===== config.mk =====
export PLATFORM = sky130hd
export DESIGN_NAME = bram_pipeline_control_fsm
export DESIGN_NICKNAME = d
export VERILOG_FILES = /design/src/rtl/bram_pipeline_control_fsm.sv
export SDC_FILE = /design/constraint.sdc
export NUM_CORES = 1
export LEC_CHECK = 0
export ABC_CLOCK_PERIOD_IN_PS = 2100
export BUFFER_PORTS_ARGS = -buffer_cell sky130_fd_sc_hd__buf_2
export CORE_MARGIN = 2
export CORE_UTILIZATION = 40
export CTS_CLUSTER_DIAMETER = 60
export DETAILED_ROUTE_END_ITERATION = 6
export GPL_TIMING_DRIVEN = 0
export PLACE_DENSITY_LB_ADDON = 0.05
export REMOVE_ABC_BUFFERS = 1
export SLEW_MARGIN = 20
export SYNTH_ARGS = -nofsm -noshare
export SYNTH_HDL_FRONTEND = slang
export SYNTH_SLANG_ARGS = --single-unit

===== constraint.sdc =====
create_clock -name clk_i -period 2.1 [get_ports clk_i]
set_clock_uncertainty 0.05 [all_clocks]
set_input_delay 0.105 -clock clk_i [delete_from_list [all_inputs] [get_ports clk_i]]
set_output_delay 0.105 -clock clk_i [all_outputs]
set_load 0.05 [all_outputs]

===== src/rtl/bram_pipeline_control_fsm.sv =====
// Frame sequencer for a chain of BRAM pipeline stages rotating through NUM_BUFS frame buffers.
// Stages join one per frame as the pipeline fills; each frame waits for start acks and then for all stages to go idle.
module bram_pipeline_control_fsm #(
    parameter int NUM_STAGES    = 3,
    parameter int NUM_BUFS      = 2,
    parameter int START_TIMEOUT = 1024,
    parameter int CNT_W         = 16,
    parameter int IDX_W         = $clog2(NUM_BUFS)
) (
    input  logic                        clk_i,
    input  logic                        reset_i,
    input  logic                        enable_i,
    input  logic [NUM_STAGES-1:0]       stage_idle_i,
    output logic [NUM_STAGES-1:0]       stage_start_o,
    output logic [NUM_STAGES*IDX_W-1:0] stage_index_o,
    output logic [NUM_STAGES-1:0]       stage_enabled_o,
    output logic [CNT_W-1:0]            frame_count_o,
    output logic                        timeout_err_o,
    output logic                        busy_o
);

    localparam int WD_W = (START_TIMEOUT > 1) ? $clog2(START_TIMEOUT) : 1;
    localparam logic [WD_W-1:0] WD_LAST = WD_W'((START_TIMEOUT > 0) ? START_TIMEOUT - 1 : 0);
    localparam logic [NUM_STAGES-1:0] FILL_RST = NUM_STAGES'(1);

    typedef enum logic [1:0] {
        ST_IDLE,
        ST_START,
        ST_WAIT_DONE
    } state_t;

    state_t                  state_q;
    logic [IDX_W-1:0]        head_q, head_d;
    logic [NUM_STAGES-1:0]   fill_q, fill_d;
    logic [NUM_STAGES-1:0]   seen_q, seen_d;
    logic [NUM_STAGES-1:0]   active;
    logic [WD_W-1:0]         wdog_q;
    logic [CNT_W-1:0]        count_q;
    logic                    err_q;
    logic                    all_acked, wdog_fire, all_idle;

    always_comb begin
        active    = fill_q & ~stage_idle_i;
        seen_d    = seen_q | active;
        all_acked = ((seen_d & fill_q) == fill_q);
        wdog_fire = (START_TIMEOUT != 0) && (wdog_q == WD_LAST);
        all_idle  = (active == '0);
        head_d    = (head_q == IDX_W'(NUM_BUFS - 1)) ? '0 : head_q + IDX_W'(1);
        // shifting a one in saturates naturally once every stage is filled
        fill_d    = {fill_q[NUM_STAGES-2:0], 1'b1};
    end

    always_ff @(posedge clk_i or posedge reset_i) begin
        if (reset_i) begin
            state_q <= ST_IDLE;
            head_q  <= '0;
            fill_q  <= FILL_RST;
            seen_q  <= '0;
            wdog_q  <= '0;
            count_q <= '0;
            err_q   <= 1'b0;
        end else begin
            case (state_q)
                ST_IDLE: begin
                    if (enable_i) begin
                        state_q <= ST_START;
                        seen_q  <= '0;
                        wdog_q  <= '0;
                    end
                end
                ST_START: begin
                    seen_q <= seen_d;
                    wdog_q <= wdog_q + WD_W'(1);
                    // a last ack coinciding with the watchdog wins: no error flagged
                    if (all_acked) begin
                        state_q <= ST_WAIT_DONE;
                    end else if (wdog_fire) begin
                        state_q <= ST_WAIT_DONE;
                        err_q   <= 1'b1;
                    end
                end
                ST_WAIT_DONE: begin
                    if (all_idle) begin
                        head_q  <= head_d;
                        fill_q  <= fill_d;
                        count_q <= count_q + CNT_W'(1);
                        seen_q  <= '0;
                        wdog_q  <= '0;
                        state_q <= enable_i ? ST_START : ST_IDLE;
                    end
                end
                default: state_q <= ST_IDLE;
            endcase
        end
    end

    always_comb begin
        stage_index_o = '0;
        for (int s = 0; s < NUM_STAGES; s++) begin
            stage_index_o[s*IDX_W +: IDX_W] =
                IDX_W'((int'(head_q) + NUM_BUFS - (s % NUM_BUFS)) % NUM_BUFS);
        end
    end

    assign stage_start_o   = (state_q == ST_START) ? (fill_q & ~seen_q) : '0;
    assign stage_enabled_o = fill_q;
    assign frame_count_o   = count_q;
    assign timeout_err_o   = err_q;
    assign busy_o          = (state_q != ST_IDLE);

endmodule


==> impl_results.md <==
- Number of warnings reported in the yosys synthesis log: 0
- CP Cell Sequence: o21ba_1, a31oi_2, or4_1, a21oi_1
- Violation count after the first detailed-route iteration: 70
- Chip Height: 70.0 µm
- Via count of the first global-routing pass: approximately 1400
- Total half-perimeter wirelength after legalization and detailed placement: ~2600 µm
- IO Port Bufs: 31
- Primary FF master, synth: dfrtp_1
- Largest net degree at the start of global routing: 36
- Number of unique standard cell types used by synthesis: between 40 and 50
- Via count: between 1000 and 1500
- Worst Min Path Start: stage_idle_i[0]
- Synth-to-layout area growth: 17.5%
- Endpoint of the worst hold path: seen_q[0]$_DFFE_PP0P_
- Reported leakage power: between 0.9 and 1 nW
- Most common cell after layout, fill and taps aside: dfrtp_1
- Max_cap viols: 0
- Hold Violations, Final: 0
- Share of post-route cells with drive strength above 1: 0.221
- Clock slew at the register clock pins of the worst setup and hold paths: approximately 0.070 ns
- Sum of overflow across all layers after global routing: 0
- Boundary pin count: 33
- Standard cell core area: 0.00409 mm²
- Minimum clock period after layout: between 1.5 and 2 ns
- Reg2reg start: state_q[1]$_DFFE_PP0P_
- Highest achievable clock rate: around 0.54 GHz
- Fraction of the yosys area taken by sequential cells: 0.503
- Result of the run: finished clean
- Number of slew-limit violations in the final report: 0
- Nature of the critical path startpoint: flop
- Clock buffers created by TritonCTS: 5
- Clock network latency to the later pin of the worst-skew pair: 0.29 ns
- Bufs on Longest Clock Path: 2
- Max VDD drop: just under 700 µV
- Critical Path Fanout Max: 14
- Signal arrival time at the worst endpoint: 2.00 ns
- Number of nets with antenna violations after routing: 0
- Synthesized instance count: about 170
- Measured slew at the worst slew-check pin: ~0.75 ns
- Total routing resource utilization after global routing: 0.162
- WP data required: ~2.3 ns
- Vias per cell: approximately 5.5
- Path class of the lowest-slack min-delay path: in2reg
- Worst path slowest cell: or4_1
- R2R Path End: wdog_q[7]$_DFFE_PP0P_
- Effective utilization at floorplan: 0.426
- Setup_tns: 0 ns
- Cell area power density: roughly 1300 mW/mm²
- Worst-case register-to-register setup slack: about 0.26 ns
- Routed wire length: ~3600 µm
- Type of the worst setup path: reg2reg
- Routability Congestion: between 0.7 and 0.8
- Setup Buffers After CTS: 0
- TritonCTS clock tree: built
- EDFF count, synth: 0
- Row cnt: 23
- Cell at the root of the clock tree: clkbuf_8
- Total iterations of the first detailed-routing run: 4
- Capturing element type of the critical path: flop
- Initial antenna violation count: 0
- Cell area after technology mapping: 0.00174 mm²
- Hold Path Cell Cnt: 3
- Final nets: 215
- Clk sink count: 35
- Total chip power: roughly 2.6 mW
- Total of endpoints with negative setup slack in the final report: 0
- Largest stage delay on the critical path: approximately 0.57 ns
- Finished Core Util: 0.501
- Wire per inst: approximately 14 µm
- Top library cells by usage in the layout, fill and taps aside: dfrtp_1, buf_2, nand2_1
- Chip Width: about 70 µm
- Final clock period utilization by the worst path: 0.876
- H-tree depth: 2
- Depth of the most critical reg-to-reg path: 4
- DIE AREA: between 0.004 and 0.005 mm²
- Wire length of the first global-routing pass: 6290 µm
- Total DRC errors in the routed layout: 0
- Max-slew headroom at the worst pin: 0.498
- Number of diodes added for antenna fixing: 0
- Fill cell count: 401
- Mean instance size in the synthesized netlist: around 10 µm²
- Flip-flop and latch count after synthesis: 35
- Unrepaired setup endpoints after global routing: no
- Share of synthesized flip-flops with an asynchronous set or reset: 1.00
-- worst max-delay path, delay by kind of cell (launching register included) --
kind,cells,cell delay [ns]
simple gates,1,0.57
compound gates,3,0.71
flops,1,0.43
-- stage by stage --
step | setup slack, ns | instance area (µm²) | cells | hold slack [ns]
global placement | 0.327 | 1920 | 249 | 0.362
floorplan | 0.0320 | 1700 | 168 | 0.209
finish | 0.260 | 2050 | 258 | 0.0625
detailed placement | 0.312 | 1920 | 249 | 0.237
CTS | 0.280 | 2050 | 258 | 0.0600
global route | 0.164 | 2050 | 258 | 0.0716
-- cell type report --
class | instances | area (µm²) | share of cell area
Clock buffer | 6 | 82.6 | 0.0403
Clock inverter | 2 | 35.0 | 0.0171
Sequential cell | 35 | 876 | 0.428
Tap cell | 50 | 62.6 | 0.0306
Inverter | 7 | 26.3 | 0.0128
Multi-Input combinational cell | 126 | 800 | 0.391
Timing Repair Buffer | 32 | 165 | 0.0807
-- timing repair --
item	4_1_cts	5_1_grt
endpoints found under the setup margin	0	0
hold endpoints to repair	35	0
hold buffers	1	0
resized for setup	0	0
-- per-layer routing --
layer | track usage | up-vias | share of wire
met3 | 0.0592 | 6 | 0.045
met4 | 0.0513 | 0 | 0.014
met1 | 0.222 | 697 | 0.48
met5 | 0 | - | 0
li1 | - | 683 | -
met2 | 0.240 | 26 | 0.46
-- how the worst max path moves through the flow --
| stage | startpoint | slack, ns | to | cells past startpoint |
|---|---|---|---|---|
| 2_1_floorplan | stage_enabled_o[1]$_DFFE_PP0P_ | 0.03 | stage_start_o[1] | 1 |
| 3_3_place_gp | state_q[1]$_DFFE_PP0P_ | 0.33 | wdog_q[7]$_DFFE_PP0P_ | 4 |
| 3_5_place_dp | state_q[0]$_DFFE_PP0P_ | 0.31 | wdog_q[7]$_DFFE_PP0P_ | 4 |
| 4_1_cts | state_q[1]$_DFFE_PP0P_ | 0.28 | wdog_q[7]$_DFFE_PP0P_ | 4 |
| 5_1_grt | state_q[1]$_DFFE_PP0P_ | 0.16 | wdog_q[7]$_DFFE_PP0P_ | 4 |
| 6_report | state_q[1]$_DFFE_PP0P_ | 0.26 | wdog_q[7]$_DFFE_PP0P_ | 4 |
-- Yosys cell counts, types with 3 or more instances --
library cell  count  area, µm²
nor2_1            7       26.3
nor2b_1           3       18.8
a31oi_1           3       18.8
or4_1             3       22.5
nand4_1           7       43.8
nand2_1          20       75.1
dfrtp_1          35        876
inv_1             7       26.3
a21oi_1           6       30.0
xor2_1            7       61.3
and3_1            3       18.8
nor4_1            3       18.8
nand3_1          11       55.1
o21ai_0           7       35.0
xnor2_1           9       78.8
nor3_1            5       25.0
buf_4             4       30.0
-- state kept, by name, indices dropped and copies added (netlist names) --
register,flops
seen_q,3
state_q,2
head_q,1
frame_count_o,16
wdog_q,10
stage_enabled_o,2
timeout_err_o,1
-- logic make-up (layout without fill, tap and decap cells) --
kind of cell | after synthesis | in the layout | synth area share
AOI/OAI and AO/OA | 27 | 27 | 0.103
xor gates and xnor gates | 16 | 16 | 0.0805
adders and majority gates | 2 | 2 | 0.0144
buffers and inverters | 13 | 47 | 0.0381
DFF | 35 | 35 | 0.503
muxes | 1 | 1 | 0.00575
other | 1 | 1 | 0.00215
and+or+nand+nor | 79 | 79 | 0.253
-- where the power goes --
group | internal [mW] | switching [mW] | leakage [nW]
logic | 0.279 | 0.771 | 0.438
registers | 0.806 | 0.155 | 0.451
clock network | 0.384 | 0.250 | 0.0612
Power figures use the tool's default switching activity.
